===== src/rtl/fetch_stage.sv =====
`default_nettype none
// ============================================================================
// Module      : fetch_stage
// Description : Instruction-fetch stage of the five-stage pipelined MIPS core.
//               Owns the program counter, drives the instruction-memory
//               address and registers the fetched word into IF/ID. Handles
//               load-use stalls, jump redirects (resolved in ID) and branch
//               redirects (resolved in EX), and keeps fetch/stall counters.
// Revision    : 1.0 - initial release
// ----------------------------------------------------------------------------
// Parameters
//   ADDR_W        PC / address width in bits
//   RESET_PC      PC after reset (word aligned)
//   CNT_W         performance counter width
// Ports
//   clk           pipeline clock, rising edge
//   reset         asynchronous active-low reset
//   stall         load-use hold from the hazard unit
//   jump          jump resolved in ID, destination jump_target
//   branch_taken  taken branch resolved in EX, destination branch_target
//   imem_addr     byte address to instruction memory (current PC)
//   imem_data     instruction word read combinationally at imem_addr
//   ifid_inst     registered instruction (0 = NOP bubble)
//   ifid_pc_plus4 registered PC+4 of ifid_inst
//   ifid_valid    1 = ifid_inst is a real fetched instruction
//   fetch_count   instructions loaded into IF/ID with valid=1 (wraps)
//   stall_count   cycles held by stall (wraps)
// ============================================================================
module fetch_stage #(
    parameter int                 ADDR_W   = 32,
    parameter logic [ADDR_W-1:0]  RESET_PC = '0,
    parameter int                 CNT_W    = 16
) (
    input  logic              clk,
    input  logic              reset,
    input  logic              stall,
    input  logic              jump,
    input  logic [ADDR_W-1:0] jump_target,
    input  logic              branch_taken,
    input  logic [ADDR_W-1:0] branch_target,
    output logic [ADDR_W-1:0] imem_addr,
    input  logic [31:0]       imem_data,
    output logic [31:0]       ifid_inst,
    output logic [ADDR_W-1:0] ifid_pc_plus4,
    output logic              ifid_valid,
    output logic [CNT_W-1:0]  fetch_count,
    output logic [CNT_W-1:0]  stall_count
);

    // Word-alignment mask applied to redirect targets.
    localparam logic [ADDR_W-1:0] c_ALIGN_MASK = ~ADDR_W'(3);

    logic [ADDR_W-1:0] r_pc;
    logic [31:0]       r_ifid_inst;
    logic [ADDR_W-1:0] r_ifid_pc_plus4;
    logic              r_ifid_valid;
    logic [CNT_W-1:0]  r_fetch_count;
    logic [CNT_W-1:0]  r_stall_count;

    logic [ADDR_W-1:0] w_pc_plus4;
    logic [ADDR_W-1:0] w_branch_pc;
    logic [ADDR_W-1:0] w_jump_pc;

    // Modulo 2^ADDR_W: the top word wraps to address 0.
    assign w_pc_plus4  = r_pc + ADDR_W'(4);
    assign w_branch_pc = branch_target & c_ALIGN_MASK;
    assign w_jump_pc   = jump_target   & c_ALIGN_MASK;

    // Priority: branch (older instruction, in EX) beats jump (in ID), and
    // any redirect beats a stall since the stalled slot is squashed anyway.
    always_ff @(posedge clk or negedge reset) begin
        if (!reset) begin
            r_pc            <= RESET_PC;
            r_ifid_inst     <= '0;
            r_ifid_pc_plus4 <= '0;
            r_ifid_valid    <= 1'b0;
            r_fetch_count   <= '0;
            r_stall_count   <= '0;
        end else if (branch_taken) begin
            // Flush: insert a NOP bubble, pc_plus4 deliberately held.
            r_pc         <= w_branch_pc;
            r_ifid_inst  <= '0;
            r_ifid_valid <= 1'b0;
        end else if (jump) begin
            r_pc         <= w_jump_pc;
            r_ifid_inst  <= '0;
            r_ifid_valid <= 1'b0;
        end else if (stall) begin
            r_stall_count <= r_stall_count + CNT_W'(1);
        end else begin
            r_pc            <= w_pc_plus4;
            r_ifid_inst     <= imem_data;
            r_ifid_pc_plus4 <= w_pc_plus4;
            r_ifid_valid    <= 1'b1;
            r_fetch_count   <= r_fetch_count + CNT_W'(1);
        end
    end

    // Memory address comes straight from the PC register, no extra stage.
    assign imem_addr     = r_pc;
    assign ifid_inst     = r_ifid_inst;
    assign ifid_pc_plus4 = r_ifid_pc_plus4;
    assign ifid_valid    = r_ifid_valid;
    assign fetch_count   = r_fetch_count;
    assign stall_count   = r_stall_count;

endmodule
`default_nettype wire

===== config.mk =====
export PLATFORM = sky130hd
export DESIGN_NAME = fetch_stage
export DESIGN_NICKNAME = d
export VERILOG_FILES = /design/src/rtl/fetch_stage.sv
export SDC_FILE = /design/constraint.sdc
export NUM_CORES = 1
export LEC_CHECK = 0
export CAP_MARGIN = 0
export CORE_MARGIN = 8
export CORE_UTILIZATION = 45
export CTS_CLUSTER_SIZE = 40
export DETAILED_ROUTE_END_ITERATION = 10
export GPL_ROUTABILITY_DRIVEN = 0
export PLACE_DENSITY = 0.77
export SKIP_CTS_REPAIR_TIMING = 1
export SLEW_MARGIN = 25
export SYNTH_ARGS = -nofsm -noshare
export SYNTH_HDL_FRONTEND = slang
export SYNTH_SLANG_ARGS = --single-unit
export TNS_END_PERCENT = 30

===== constraint.sdc =====
create_clock -name clk -period 2 [get_ports clk]
set_input_delay 0.5 -clock clk [delete_from_list [all_inputs] [get_ports clk]]
set_output_delay 0.5 -clock clk [all_outputs]
set_load 0.005 [all_outputs]

==> results of run 1 <==
-- layer usage --
metal / wire, µm / GRT usage (%) / vias up
li1: - / - / 2718
met3: 2170 / 9.49 / 39
met2: 10100 / 38.4 / 284
met1: 8510 / 28.6 / 2847
met4: 415 / 8.67 / 0
met5: 0 / 0 / -
-- final cells by class --
class / instances / area share, %
inverters: 13 / 0.514
multi-input cells: 462 / 30.2
flip-flops and latches: 125 / 33.0
clock inverters: 8 / 1.21
repair buffers: 271 / 27.6
clock buffers: 22 / 5.00
well taps: 180 / 2.37
-- how the worst max path moves through the flow --
stage               cells after the start         endpoint  slack (ns)
finish                                  1    imem_addr[24]        0.03
global route                            6    imem_addr[28]       -0.04
CTS                                     2    imem_addr[10]       -0.03
detailed placement                      6    imem_addr[28]       -0.02
global placement                        6  fetch_count[13]        0.04
floorplan                               7  fetch_count[13]        0.07
-- registers in the layout, indices dropped and copies added (netlist names) --
| register | cells |
|---|---|
| imem_addr | 30 |
| ifid_valid | 1 |
| ifid_pc_plus4 | 30 |
| stall_count | 16 |
| ifid_inst | 32 |
| fetch_count | 16 |
-- report_power, final --
group,internal [µW],total (µW),switching [µW],leakage [µW]
Combinational,1010,1750,738,0.00229
Clock,2030,3110,1080,0.000295
Sequential,2820,3110,282,0.00161
-- cell families (layout without fill, tap and decap cells) --
group,Yosys count,count (layout),share of synthesized area (%)
AO/OA/AOI/OAI,107,107,10.7
XOR/XNOR,62,62,8.74
adder cells (fa/ha/maj),3,3,0.605
buffers and inverters,53,314,3.95
flip-flops,125,125,50.4
multiplexers,35,35,5.64
other,1,4,0.0604
AND/OR/NAND/NOR,251,251,20.0
-- cell usage in the layout (no fill, tap or decap), types with 20 or more instances in the layout --
cell	count
nor2_1	69
clkdlybuf4s50_1	213
xnor2_1	39
o21ai_0	31
a21oi_1	34
nand3_1	30
dfrtp_1	121
buf_4	47
nand2_1	77
mux2i_1	35
xor2_1	23
and3_1	20
-- through the flow --
step                      total power (µW)  util [%]  cell area [µm²]  hold WS [ns]
after floorplan                       3700         -             6220         0.204
after global placement                4830      64.7             8840         0.447
after detailed placement              4880      64.7             8840         0.449
after CTS                             8010      69.0             9430       0.00318
after global routing                  8310      69.4             9490        0.0135
final                                 7970      69.4             9490       0.00282
==> flow_metrics.tcl, run 1 <==
set metrics [dict create \
    status "completed" \
    worstMarginPinSlew_ns 0.697 \
    synth_area_leaders "dfrtp_1 50%, mux2i_1 5.6%, xnor2_1 5.5%, nand2_1 4.7%, nor2_1 4.2%" \
    yosysSeqAreaShare_pct 50.4 \
    ys.flop_type "dfrtp_1" \
    layout.nets 994 \
    dpl.hpwl_um 15900 \
    max-vdd-ir-drop_v 0.000570 \
    cp_cell_sequence "clkdlybuf4s50_1" \
    drive_above_1_share_pct 10.9 \
    seq_area_um2 3130 \
    dr.pass1.iters 5 \
    rows 43 \
    numCtsBuffers 17 \
    ant_nets 0 \
    async_flop_share_pct 100 \
    synth_seq_cells 125 \
    cp_top_family "buffers and inverters" \
    die_y_um 133 \
    synth_edf_count 0 \
    clock_latency_ns 0.42 \
    cp_max_fo 7 \
    r2r-end "imem_addr[28]" \
    num_antenna_cells 0 \
    drc 0 \
    cts-root-buf "clkbuf_16" \
    finalCritPeriodShare_pct 98.7 \
    synthesis.area_um2 6210 \
    cp_data_arrival_time_ns 1.47 \
    crit_slowest_cell "clkdlybuf4s50_1" \
    grt_max_degree 49 \
    place_ws_ns -0.0217 \
    fin_tns_setup_ns 0 \
    fin_worst_skew_ns 0.00618 \
    ff2ff_path_depth 6 \
    yosysUniqueCellTypes 55 \
    dieArea_um2 17800 \
    final-setup-viol-count 0 \
    clk_pin_slew_ns 0.05 \
    crit_start "imem_addr[24]" \
    reg2reg_from "imem_addr[2]" \
    rsz0062_at_grt "true" \
    htree_levels 4 \
    port_buffers 221 \
    slowest_delay_ns 0.58 \
    crit_type "reg -> out" \
    rrSetupSlack_ns 0.05 \
    p_leak_uw 0.00419 \
    slew_viol_final 0 \
    tritoncts "yes" \
    wirelength_um 21200 \
    overflow 0 \
    finalHoldViolCount 0 \
    syn_inst 637 \
    start_util_pct 45.4 \
    cp-end-kind "output pin" \
    place_inst 1049 \
    cp_num_buf_inv 1 \
    viasPerCell 5.45 \
    hold_path_class "in -> async" \
    vias 5888 \
    syn_to_final_growth_pct 52.8 \
    powerDensity_nw_per_um2 840 \
    ys_warn_count 0 \
    worst_ep_required_time_ns 1.50 \
    fin_crit_ns 1.97 \
    avgSynthCellArea_um2 9.75 \
    clock_sinks 125 \
    stdcell_count 1081 \
    ios 230 \
    track_usage_pct 24.0 \
    first_global_vias 6234 \
    yosysTopAreaCell "dfrtp_1" \
    multiInputGateArea_um2 2870 \
    nFillCells 1058 \
    grt_pass1_wl_um 33700 \
    synth_most_common_cell "dfrtp_1" \
    slew_headroom_pct 53.6 \
    maxCapViolCount 0 \
    cp-start-kind "flop" \
    ctsLongestPathBuffers 2 \
    fp.dieW_um 133 \
    antenna_found_initial 0 \
    first_iter_violations 506 \
    clock.fmax_mhz 506 \
    wl_per_cell_um 19.6 \
    design.core.area_um2 13700 \
    synth_commonest_cells "125 x dfrtp_1, 77 x nand2_1, 69 x nor2_1" \
    synth_top_area_share_pct 50.4 \
    setup_ws_ns 0.0254 \
]
No activity file was read; power rests on OpenSTA's default activity.
==> run 2, diff against run 1 <==
--- a/config.mk
+++ b/config.mk
@@ -13,6 +13,7 @@
 export GPL_ROUTABILITY_DRIVEN = 0
 export PLACE_DENSITY = 0.77
 export SKIP_CTS_REPAIR_TIMING = 1
+export SKIP_LAST_GASP = 1
 export SLEW_MARGIN = 25
 export SYNTH_ARGS = -nofsm -noshare
 export SYNTH_HDL_FRONTEND = slang
==> run 2 against run 1 <==
Combinational power about the same. Sequential cell count stayed put. Largest power group unchanged. Die area is the same. Highest routed layer unchanged. Routed wire length is 0.38% lower. Via count up 0.59%. Sequential share of layout area about the same. Final cell count unchanged. Maximum frequency is 0.61% lower. Clock skew decreased by 0.0014 ns.
==> flow_metrics.tcl, run 2 (same netlist as run 1, synthesis figures left out) <==
set metrics [dict create \
    fin_crit_ns 1.99 \
    fin_worst_skew_ns 0.00477 \
    grt_pass1_wl_um 33700 \
    nFillCells 1059 \
    clock.fmax_mhz 503 \
    worst_ep_required_time_ns 1.50 \
    cp_num_buf_inv 1 \
    viasPerCell 5.48 \
    fin_tns_setup_ns 0 \
    finalHoldViolCount 0 \
    p_comb_share_pct 22.0 \
    first_global_vias 6234 \
    dpl.hpwl_um 15900 \
    first_iter_violations 530 \
    clkPwrFrac_pct 39.0 \
    setup_ws_ns 0.0133 \
    fp.dieW_um 133 \
    cp_top_family "buffers and inverters" \
    crit_slowest_cell "clkdlybuf4s50_1" \
    hold_path_class "in -> async" \
    rrSetupSlack_ns 0.05 \
    design.core.area_um2 13700 \
    rsz0062_at_grt "true" \
    syn_to_final_growth_pct 52.5 \
    cts-root-buf "clkbuf_16" \
    maxCapViolCount 0 \
    final-setup-viol-count 0 \
    clock_sinks 125 \
    tritoncts "yes" \
    crit_start "imem_addr[27]" \
    cp_cell_sequence "clkdlybuf4s50_1" \
    final_common_cell "clkdlybuf4s50_1" \
    crit_end "imem_addr[27]" \
    drc 0 \
    clock_latency_ns 0.42 \
    multiInputGateArea_um2 2870 \
    num_antenna_cells 0 \
    wl_per_cell_um 19.5 \
    ctsLongestPathBuffers 2 \
    worstMarginPinSlew_ns 0.688 \
    dieArea_um2 17800 \
    cp-start-kind "flop" \
    p_leak_uw 0.00417 \
    p_sw_share_pct 26.3 \
    ff2ff_path_depth 6 \
    grt_max_degree 49 \
    start_util_pct 45.4 \
    rows 43 \
    reg2reg_from "imem_addr[3]" \
    place_area_um2 8840 \
    cp_max_fo 8 \
    seq_power_share_pct 39.0 \
    htree_levels 4 \
    dr.pass1.iters 5 \
    slew_viol_final 0 \
    numCtsBuffers 17 \
    status "completed" \
    ios 230 \
    powerDensity_nw_per_um2 840 \
    die_y_um 133 \
    vias 5923 \
    layout.nets 994 \
    antenna_found_initial 0 \
    cp-end-kind "output pin" \
    ant_nets 0 \
    port_buffers 221 \
    max-vdd-ir-drop_v 0.000570 \
    track_usage_pct 24.0 \
    layout.cells.most_common_list "216 x clkdlybuf4s50_1, 125 x dfrtp_1, 77 x nand2_1" \
    largest_reg_flops 32 \
    slew_headroom_pct 54.1 \
    wirelength_um 21100 \
    r2r-end "imem_addr[28]" \
    slowest_delay_ns 0.57 \
    drive_above_1_share_pct 10.4 \
    finalCritPeriodShare_pct 99.3 \
    place_ws_ns -0.0217 \
    crit_type "reg -> out" \
    clk_pin_slew_ns 0.05 \
    cp_data_arrival_time_ns 1.49 \
    internal_power_uw 5870 \
    cp.depth 1 \
    power.switching_uw 2090 \
    seq_area_um2 3130 \
    overflow 0 \
    design_area_um2 9470 \
]
-- run 2: changes by cell type in the layout (fill, tap and decap cells not counted) --
| cell | change |
|---|---|
| dfrtp_1 | +4 |
| dfrtp_2 | -4 |
| buf_6 | -1 |
| buf_4 | +1 |
| clkdlybuf4s50_1 | +3 |
| dlymetal6s2s_1 | -3 |
-- run 2: worst min path at each step --
stage               start                 to  slack [ns]  depth (start not counted)
floorplan           reset     fetch_count[0]        0.20                          0
global placement    reset  ifid_pc_plus4[22]        0.45                          1
detailed placement  reset  ifid_pc_plus4[22]        0.45                          1
CTS                 reset  ifid_pc_plus4[22]       0.003                          1
global route        reset  ifid_pc_plus4[22]        0.01                          1
finish              reset  ifid_pc_plus4[22]       0.009                          1
-- run 2: power by group through the flow --
| stage | Sequential, µW | Clock [µW] | Combinational, µW |
|---|---|---|---|
| after floorplan | 3130 | 0 | 568 |
| after global placement | 3120 | 0 | 1710 |
| after detailed placement | 3140 | 0 | 1740 |
| after CTS | 3100 | 3140 | 1760 |
| after global routing | 3150 | 3260 | 1900 |
| final | 3100 | 3100 | 1750 |
-- run 2: final cells by class --
cell class              instances  share of cell area [%]
clock inverters                 8                    1.22
multi-input cells             462                    30.3
inverters                      13                   0.515
well taps                     180                    2.38
repair buffers                271                    27.6
flip-flops and latches        125                    33.0
clock buffers                  22                    5.01
-- run 2: metal layers --
layer	global-route usage [%]	part of all wire, %	up-vias
li1	-	-	2724
met1	28.6	40	2858
met2	38.4	47	303
met3	9.49	11	38
met4	8.67	2.2	0
met5	0	0	-
-- run 2: per-stage QoR --
stage | total power [µW] | utilization (%) | instances | hold WS (ns)
after floorplan | 3700 | - | 640 | 0.204
after global placement | 4830 | 64.7 | 1049 | 0.447
after detailed placement | 4880 | 64.7 | 1049 | 0.449
after CTS | 8010 | 69.0 | 1079 | 0.00318
after global routing | 8310 | 69.3 | 1081 | 0.0135
final | 7960 | 69.3 | 1081 | 0.00908
